===== src/rtl/spi_pkg.sv =====
// Shared types and constants for the SPI receive path.
package spi_pkg;

    typedef enum logic [1:0] {
        IDLE       = 2'd0,
        SHIFT      = 2'd1,
        WAIT_DESEL = 2'd2
    } spi_rx_state_t;

    // Synchronizer reset levels match the transmitter's idle outputs.
    localparam logic SYNC_RST_CLK  = 1'b1;
    localparam logic SYNC_RST_SEL  = 1'b1;
    localparam logic SYNC_RST_DATA = 1'b0;

endpackage


===== src/rtl/spi_rx_sync_ff.sv =====
// Multi-flop synchronizer for one asynchronous serial input.
module sync_ff #(
    parameter int   STAGES    = 2,
    parameter logic RESET_VAL = 1'b0
) (
    input  logic clk_in,
    input  logic rst_in,
    input  logic d_in,
    output logic q_out
);

    logic [STAGES-1:0] chain_q;
    logic [STAGES-1:0] chain_d;

    always_comb begin
        chain_d = {chain_q[STAGES-2:0], d_in};
    end

    always_ff @(posedge clk_in or posedge rst_in) begin
        if (rst_in) begin
            chain_q <= {STAGES{RESET_VAL}};
        end else begin
            chain_q <= chain_d;
        end
    end

    assign q_out = chain_q[STAGES-1];

endmodule


===== src/rtl/spi_rx.sv =====
// SPI receiver: synchronizes serial inputs, deserializes MSB-first frames and
// presents completed words on a valid/ready port with overrun and frame-error pulses.
module spi_rx
    import spi_pkg::*;
#(
    parameter int DATA_WIDTH  = 8,
    parameter int SYNC_STAGES = 2
) (
    input  logic                  clk_in,
    input  logic                  rst_in,
    input  logic                  data_in,
    input  logic                  data_clk_in,
    input  logic                  sel_in,
    input  logic                  ready_in,
    output logic [DATA_WIDTH-1:0] data_out,
    output logic                  valid_out,
    output logic                  overrun_out,
    output logic                  frame_err_out
);

    localparam int CNT_W = $clog2(DATA_WIDTH);

    logic d_s;
    logic c_s;
    logic s_s;
    logic rise_s;
    logic complete_s;
    logic [DATA_WIDTH-1:0] word_s;

    spi_rx_state_t         state_q,   state_d;
    logic [CNT_W-1:0]      cnt_q,     cnt_d;
    logic [DATA_WIDTH-1:0] shift_q,   shift_d;
    logic [DATA_WIDTH-1:0] data_q,    data_d;
    logic                  valid_q,   valid_d;
    logic                  overrun_q, overrun_d;
    logic                  ferr_q,    ferr_d;
    logic                  c_prev_q,  c_prev_d;

    sync_ff #(.STAGES(SYNC_STAGES), .RESET_VAL(SYNC_RST_DATA)) u_sync_data (
        .clk_in(clk_in), .rst_in(rst_in), .d_in(data_in), .q_out(d_s)
    );
    sync_ff #(.STAGES(SYNC_STAGES), .RESET_VAL(SYNC_RST_CLK)) u_sync_clk (
        .clk_in(clk_in), .rst_in(rst_in), .d_in(data_clk_in), .q_out(c_s)
    );
    sync_ff #(.STAGES(SYNC_STAGES), .RESET_VAL(SYNC_RST_SEL)) u_sync_sel (
        .clk_in(clk_in), .rst_in(rst_in), .d_in(sel_in), .q_out(s_s)
    );

    // c_prev follows c_s in every state so a level already high at select is not a rise.
    assign rise_s = c_s & ~c_prev_q;

    always_comb begin
        state_d    = state_q;
        cnt_d      = cnt_q;
        shift_d    = shift_q;
        data_d     = data_q;
        valid_d    = valid_q;
        overrun_d  = 1'b0;
        ferr_d     = 1'b0;
        c_prev_d   = c_s;
        complete_s = 1'b0;
        word_s     = {shift_q[DATA_WIDTH-2:0], d_s};

        if (valid_q && ready_in) begin
            valid_d = 1'b0;
        end else begin
            valid_d = valid_q;
        end

        case (state_q)
            IDLE: begin
                if (!s_s) begin
                    state_d = SHIFT;
                    cnt_d   = {CNT_W{1'b0}};
                    shift_d = {DATA_WIDTH{1'b0}};
                end else begin
                    state_d = IDLE;
                end
            end
            SHIFT: begin
                // Deselect takes priority over a coincident rise.
                if (s_s) begin
                    ferr_d  = 1'b1;
                    shift_d = {DATA_WIDTH{1'b0}};
                    state_d = IDLE;
                end else if (rise_s) begin
                    shift_d = word_s;
                    if (cnt_q == CNT_W'(DATA_WIDTH - 1)) begin
                        complete_s = 1'b1;
                        cnt_d      = {CNT_W{1'b0}};
                        state_d    = WAIT_DESEL;
                    end else begin
                        cnt_d = cnt_q + CNT_W'(1);
                    end
                end else begin
                    state_d = SHIFT;
                end
            end
            WAIT_DESEL: begin
                if (s_s) begin
                    state_d = IDLE;
                end else begin
                    state_d = WAIT_DESEL;
                end
            end
            default: begin
                state_d = IDLE;
            end
        endcase

        if (complete_s) begin
            if (!valid_q || ready_in) begin
                data_d  = word_s;
                valid_d = 1'b1;
            end else begin
                overrun_d = 1'b1;
            end
        end else begin
            data_d = data_q;
        end
    end

    always_ff @(posedge clk_in or posedge rst_in) begin
        if (rst_in) begin
            state_q   <= IDLE;
            cnt_q     <= {CNT_W{1'b0}};
            shift_q   <= {DATA_WIDTH{1'b0}};
            data_q    <= {DATA_WIDTH{1'b0}};
            valid_q   <= 1'b0;
            overrun_q <= 1'b0;
            ferr_q    <= 1'b0;
            c_prev_q  <= SYNC_RST_CLK;
        end else begin
            state_q   <= state_d;
            cnt_q     <= cnt_d;
            shift_q   <= shift_d;
            data_q    <= data_d;
            valid_q   <= valid_d;
            overrun_q <= overrun_d;
            ferr_q    <= ferr_d;
            c_prev_q  <= c_prev_d;
        end
    end

    assign data_out      = data_q;
    assign valid_out     = valid_q;
    assign overrun_out   = overrun_q;
    assign frame_err_out = ferr_q;

endmodule

===== config.mk =====
export PLATFORM = sky130hd
export DESIGN_NAME = spi_rx
export DESIGN_NICKNAME = d
export VERILOG_FILES = /design/src/rtl/spi_pkg.sv /design/src/rtl/spi_rx_sync_ff.sv /design/src/rtl/spi_rx.sv
export SDC_FILE = /design/constraint.sdc
export NUM_CORES = 1
export LEC_CHECK = 0
export BUFFER_PORTS_ARGS = -buffer_cell sky130_fd_sc_hd__buf_2
export CORE_MARGIN = 1.5
export CORE_UTILIZATION = 55
export CTS_CLUSTER_SIZE = 28
export DETAILED_ROUTE_END_ITERATION = 12
export PLACE_DENSITY = 0.77
export SLEW_MARGIN = 20
export SYNTH_ARGS = -nofsm -noshare
export SYNTH_HDL_FRONTEND = slang
export SYNTH_SLANG_ARGS = --single-unit

===== constraint.sdc =====
create_clock -name clk_in -period 4.3 [get_ports clk_in]
set_clock_uncertainty 0.05 [all_clocks]
set_input_delay 0.645 -clock clk_in [delete_from_list [all_inputs] [get_ports clk_in]]
set_output_delay 0.645 -clock clk_in [all_outputs]
set_load 0.02 [all_outputs]

==> impl_metrics.py, run 1 <==
metrics = {
    "sta": {
        "worstMarginPinSlew_ns": 0.587,
        "hold_viol_final": 0,
        "rsz0062_at_grt": "false",
        "max_freq_mhz": 519,
        "setup_viol": 0,
        "holdWs_ns": 0.303,
        "period_needed_ns": 1.93,
        "maxSlewViolCount": 0,
        "layout_setup_ws_ns": 2.37,
        "finalCritPeriodShare": 0.448,
        "slew_headroom": 0.608,
        "final.setup.tns_ns": 0,
    },
    "worst_setup_path": {
        "path_cells": "nor3b_4 -> and4_1 -> mux2_2",
        "reg2reg_to": "data_out[5]",
        "startpoint": "state_q[1]",
        "crit_path_end": "data_out[5]",
        "crit_type": "flip-flop to flip-flop",
        "slowest_delay_ns": 0.50,
        "critical_path.endpoint_type": "flip-flop",
        "cp_data_required_time_ns": 4.45,
        "reg2reg_depth": 3,
        "crit_family": "simple AND/OR/NAND/NOR gates",
        "crit_path_start_kind": "flip-flop",
        "slowest_stage": "and4_1",
        "path_buf_inv": 0,
        "critPathArrivalTime_ns": 2.08,
        "path_depth": 3,
        "r2r-start": "state_q[1]",
        "path_max_fanout": 10,
        "r2r_slack_ns": 2.37,
    },
    "placed_design": {
        "dp_cells": 127,
        "dpl_worst_slack_ns": 2.38,
        "io_buffers": 16,
        "place.gp.congestion": 0.757,
        "place_hpwl_um": 1210,
    },
    "detailed_routing": {
        "routed_via_density": 5.16,
        "drc": 0,
        "vias": 691,
        "ant_nets": 0,
        "finalWirelength_um": 1700,
        "first_pass_iters": 4,
        "routedWlPerCell_um": 12.6,
        "drt_iter0_markers": 8,
    },
    "floorplanning": {
        "die_width_um": 49.5,
        "start_util": 0.594,
        "fp.dieArea_mm2": 0.00245,
        "die_h_um": 49.5,
        "core-area_mm2": 0.00200,
        "row_count": 16,
        "num_io_pins": 17,
    },
    "min_path": {
        "hold_start": "u_sync_data.chain_q[0]",
        "min_path_type": "flip-flop to flip-flop",
    },
    "job": {
        "maxCapViolCount": 0,
    },
    "global_routing": {
        "grt_pass1_vias": 673,
        "overflow": 0,
        "grt.total_usage": 0.170,
        "antenna_found_initial": 0,
        "grt_pass1_wl_um": 2960,
        "grt_max_degree": 31,
    },
    "finish": {
        "final_common_cell": "dfrtp_1",
        "nets": 115,
        "final_layout_size_suffix_gt1_frac": 0.346,
        "synthToLayoutAreaGrowth_pct": 12.0,
        "mostFrequentLayoutCells": "25 x dfrtp_1, 16 x buf_2, 8 x nand2_1, 8 x mux2_2",
        "n_antenna_cell": 0,
        "fin_cells": 134,
        "fin_util": 0.666,
    },
    "clock_tree": {
        "cts-root-buf": "clkbuf_4",
        "post-cts-setup-buffers": 0,
        "worstSkewPairLatency_ns": 0.32,
        "clkSinkCount": 30,
        "cts_tree": "done",
        "clk_path_buf_depth": 2,
        "htree_levels": 2,
        "cts_resized": 0,
        "cts_buffers": 5,
        "clk_pin_slew_ns": 0.08,
        "cts_hold_buf": 0,
    },
    "synthesis": {
        "synth_edf_count": 0,
        "syn_avg_cell_area_um2": 13.8,
        "netlist.area_leader.share": 0.526,
        "synth_seq_area_share": 0.636,
        "async_flop_share": 1.00,
        "syn_nets": 94,
        "yosys_warnings": 0,
        "yosysUniqueCellTypes": 24,
        "ys_ff_latch": 30,
        "postSynthCellCount": 86,
        "yosysTopAreaCell": "dfrtp_1",
        "synth_flop_cell": "dfrtp_1",
        "netlist_area_mm2": 0.00119,
        "synth.area.top_cells": "dfrtp_1 53%, dfstp_2 11%, mux2_2 7.6%, mux2i_1 5.9%, inv_1 2.5%",
    },
    "run_status": {
        "status": "finished, final reports clean",
    },
    "power_and_ir_drop": {
        "power_density_mw_per_mm2": 349,
        "p_leak_nw": 0.684,
        "max-vdd-ir-drop_uv": 210,
    },
}
## per-layer routing
layer / share of wire / vias to the layer above / track usage
met5: 0 / - / 0
li1: - / 331 / -
met1: 0.45 / 334 / 0.207
met2: 0.46 / 20 / 0.261
met4: 0.024 / 0 / 0.0833
met3: 0.060 / 6 / 0.0727
## worst min-delay path by stage
stage / to / slack (ns) / cells after the start
after floorplan: u_sync_data.chain_q[1] / 0.28 / 0
after global placement: u_sync_data.chain_q[1] / 0.29 / 0
after detailed placement: u_sync_data.chain_q[1] / 0.29 / 0
after CTS: u_sync_data.chain_q[1] / 0.31 / 0
after global routing: u_sync_data.chain_q[1] / 0.31 / 0
final: u_sync_data.chain_q[1] / 0.30 / 0
## report_power, final
group          internal, W  leakage [nW]  switching, W
registers         0.000291         0.392    0.00000531
logic            0.0000107         0.266     0.0000150
clock network    0.0000615        0.0254     0.0000824
## sequential cells by signal, indices dropped and copies added, names as in the netlist
signal               count
cnt_q                    3
frame_err_out            1
u_sync_sel.chain_q       2
state_q                  2
data_out                 8
shift_q                  7
valid_out                1
c_prev_q                 1
overrun_out              1
u_sync_data.chain_q      2
u_sync_clk.chain_q       2
## Yosys cell counts (2+ instances only)
cell and instances:
inv_1 8, nor2b_1 2, a22o_1 3, dfrtp_1 25, nand2_1 8, nand2b_1 3, nor2_1 2, mux2_2 8
ha_1 2, mux2i_1 7, dfstp_2 5
## logic make-up (layout without fill, tap and decap cells)
logic type                 after synthesis  in the layout  share of synthesized area
DFF                                     30             30                      0.636
muxes                                   15             15                      0.135
AOI/OAI and AO/OA                        7              7                     0.0578
buffers and inverters                   10             31                     0.0389
and+or+nand+nor                         22             22                      0.111
adders and majority gates                2              2                     0.0210
## stage by stage
stage	area (um^2)	total power, W
global route	1330	0.000491
detailed placement	1290	0.000327
global placement	1290	0.000326
finish	1330	0.000465
floorplan	1190	0.000319
CTS	1330	0.000472
## area by class of cell
type	count	area, um^2
inverter	8	30.0
clock buffer	7	45.0
sequential	30	757
fill	158	669
tap	27	33.8
multi-input combinational	46	387
timing repair buffer	16	80.1
No activity file was read; power rests on OpenSTA's default activity.
==> run 2: changes to the inputs <==
- CORE_UTILIZATION: 55 -> 54
- PLACE_DENSITY: 0.77 -> 0.76
- clock period: 4.3 -> 1.8 ns (I/O delays scaled with it)
==> run 2 against run 1 <==
Critical endpoint is now data_out[6]. Highest routed layer unchanged. Via count grew 5.6%. First-iteration DRC count decreased by 50%. Die area up 1.7%. Core utilization increased by 3.7 points. Critical path depth up 1. Largest power group unchanged. Flip-flop and latch count unchanged. Power rose by 140%. Cell area increased by 6.6%. Combinational power grew to 3.1 times the previous value. Sequential power up 140%. Hold slack got worse by 0.086 ns. Non-clock buffer count grew 10.
==> impl_metrics.py, run 2 (synthesis results as in run 1) <==
metrics = {
    "run_status": {
        "status": "finished, final reports clean",
    },
    "finish": {
        "final_layout_size_suffix_gt1_frac": 0.368,
        "fillers": 150,
        "mostFrequentLayoutCells": "25 x dfrtp_1, 16 x buf_2, 8 x inv_1, 8 x nand2_1, 8 x mux2_2",
        "fin_cells": 144,
        "multi_input_area_um2": 389,
        "fin_util": 0.702,
        "synthToLayoutAreaGrowth_pct": 19.3,
        "final_common_cell": "dfrtp_1",
        "largest_register_ff_count": 8,
        "n_antenna_cell": 0,
        "nets": 125,
        "ff_latch_area_um2": 757,
    },
    "worst_setup_path": {
        "r2r-start": "cnt_q[0]",
        "path_max_fanout": 8,
        "r2r_slack_ns": 0.19,
        "critical_path.endpoint_type": "flip-flop",
        "crit_type": "flip-flop to flip-flop",
        "critPathArrivalTime_ns": 1.76,
        "crit_path_start_kind": "flip-flop",
        "cp_data_required_time_ns": 1.95,
        "reg2reg_to": "data_out[6]",
        "reg2reg_depth": 4,
    },
    "clock_tree": {
        "cts_buffers": 5,
        "clk_path_buf_depth": 2,
        "post-cts-setup-buffers": 0,
        "clk_pin_slew_ns": 0.08,
        "worstSkewPairLatency_ns": 0.31,
        "clkSinkCount": 30,
        "cts-root-buf": "clkbuf_4",
        "htree_levels": 2,
        "cts_tree": "done",
    },
    "sta": {
        "finalCritPeriodShare": 0.896,
        "layout_setup_ws_ns": 0.187,
        "max_freq_mhz": 620,
        "hold_viol_final": 0,
        "final.setup.tns_ns": 0,
        "holdWs_ns": 0.218,
        "rsz0062_at_grt": "false",
        "slew_headroom": 0.760,
        "worstMarginPinSlew_ns": 0.360,
        "maxSlewViolCount": 0,
        "period_needed_ns": 1.61,
        "setup_viol": 0,
    },
    "job": {
        "maxCapViolCount": 0,
    },
    "detailed_routing": {
        "first_pass_iters": 4,
        "vias": 730,
        "routed_via_density": 5.07,
        "finalWirelength_um": 1930,
        "routedWlPerCell_um": 13.4,
        "ant_nets": 0,
        "drc": 0,
        "drt_iter0_markers": 4,
    },
    "power_and_ir_drop": {
        "p_leak_nw": 0.733,
        "power_density_mw_per_mm2": 796,
        "max-vdd-ir-drop_uv": 547,
    },
    "floorplanning": {
        "core-area_mm2": 0.00202,
        "num_io_pins": 17,
        "row_count": 16,
        "fp.dieArea_mm2": 0.00249,
        "start_util": 0.588,
        "die_h_um": 49.9,
        "die_width_um": 49.9,
    },
    "placed_design": {
        "place.gp.congestion": 0.702,
        "dp_cells": 133,
        "dpl_worst_slack_ns": 0.0226,
        "io_buffers": 16,
        "place_hpwl_um": 1380,
    },
    "global_routing": {
        "grt_max_degree": 31,
        "grt.total_usage": 0.195,
        "antenna_found_initial": 0,
        "grt_pass1_wl_um": 3450,
        "overflow": 0,
        "grt_pass1_vias": 743,
    },
    "min_path": {
        "min_path_type": "input port to flip-flop",
        "hold_depth": 3,
        "hold_start": "ready_in",
        "hold_end": "valid_out",
    },
}
## run 2: cell types whose count changed in the layout (fill, tap and decap cells not counted), sizes merged
cell | previous run | this run
buf | 16 | 22
dlygate4sd3 | 0 | 4
## run 2: metal layers
| layer | share of wire | track usage |
|---|---|---|
| met3 | 0.044 | 0.0636 |
| met2 | 0.49 | 0.318 |
| met1 | 0.46 | 0.236 |
| met5 | 0 | 0 |
| met4 | 0.011 | 0.0833 |
## run 2: layout make-up
cell class                 count  area share
multi-input combinational     46       0.274
inverter                       8      0.0211
sequential                    30       0.533
timing repair buffer          26       0.116
clock buffer                   7      0.0317
tap                           27      0.0238
## run 2: worst max-delay path by stage
stage                     startpoint           to  slack [ns]
after floorplan           state_q[1]  data_out[0]        0.13
after global placement      cnt_q[0]  data_out[0]        0.10
after detailed placement    cnt_q[0]  data_out[3]        0.02
after CTS                   cnt_q[0]  data_out[3]        0.01
after global routing        cnt_q[0]  data_out[3]        0.07
final                       cnt_q[0]  data_out[6]        0.19
## run 2: timing repair
item / CTS / global route
hold buffers: 3 / 1
gates resized for setup: 0 / 2
endpoints found under the setup margin: 0 / 8
hold endpoints to repair: 27 / 1
## run 2: power breakdown
group,switching [W],internal [W]
combinational,0.0000409,0.0000386
sequential,0.0000109,0.000694
clock,0.000199,0.000147
total,0.000251,0.000880
## run 2: critical path, stage by stage (launching register included)
cell	delay, ns
dfrtp_1	0.39
ha_1	0.17
ha_1	0.22
and4_4	0.32
mux2_2	0.35
## run 2: per-stage QoR
step	cell area, um^2	total power (W)
after floorplan	1190	0.000763
after global placement	1330	0.000788
after detailed placement	1330	0.000792
after CTS	1410	0.00114
after global routing	1420	0.00119
final	1420	0.00113
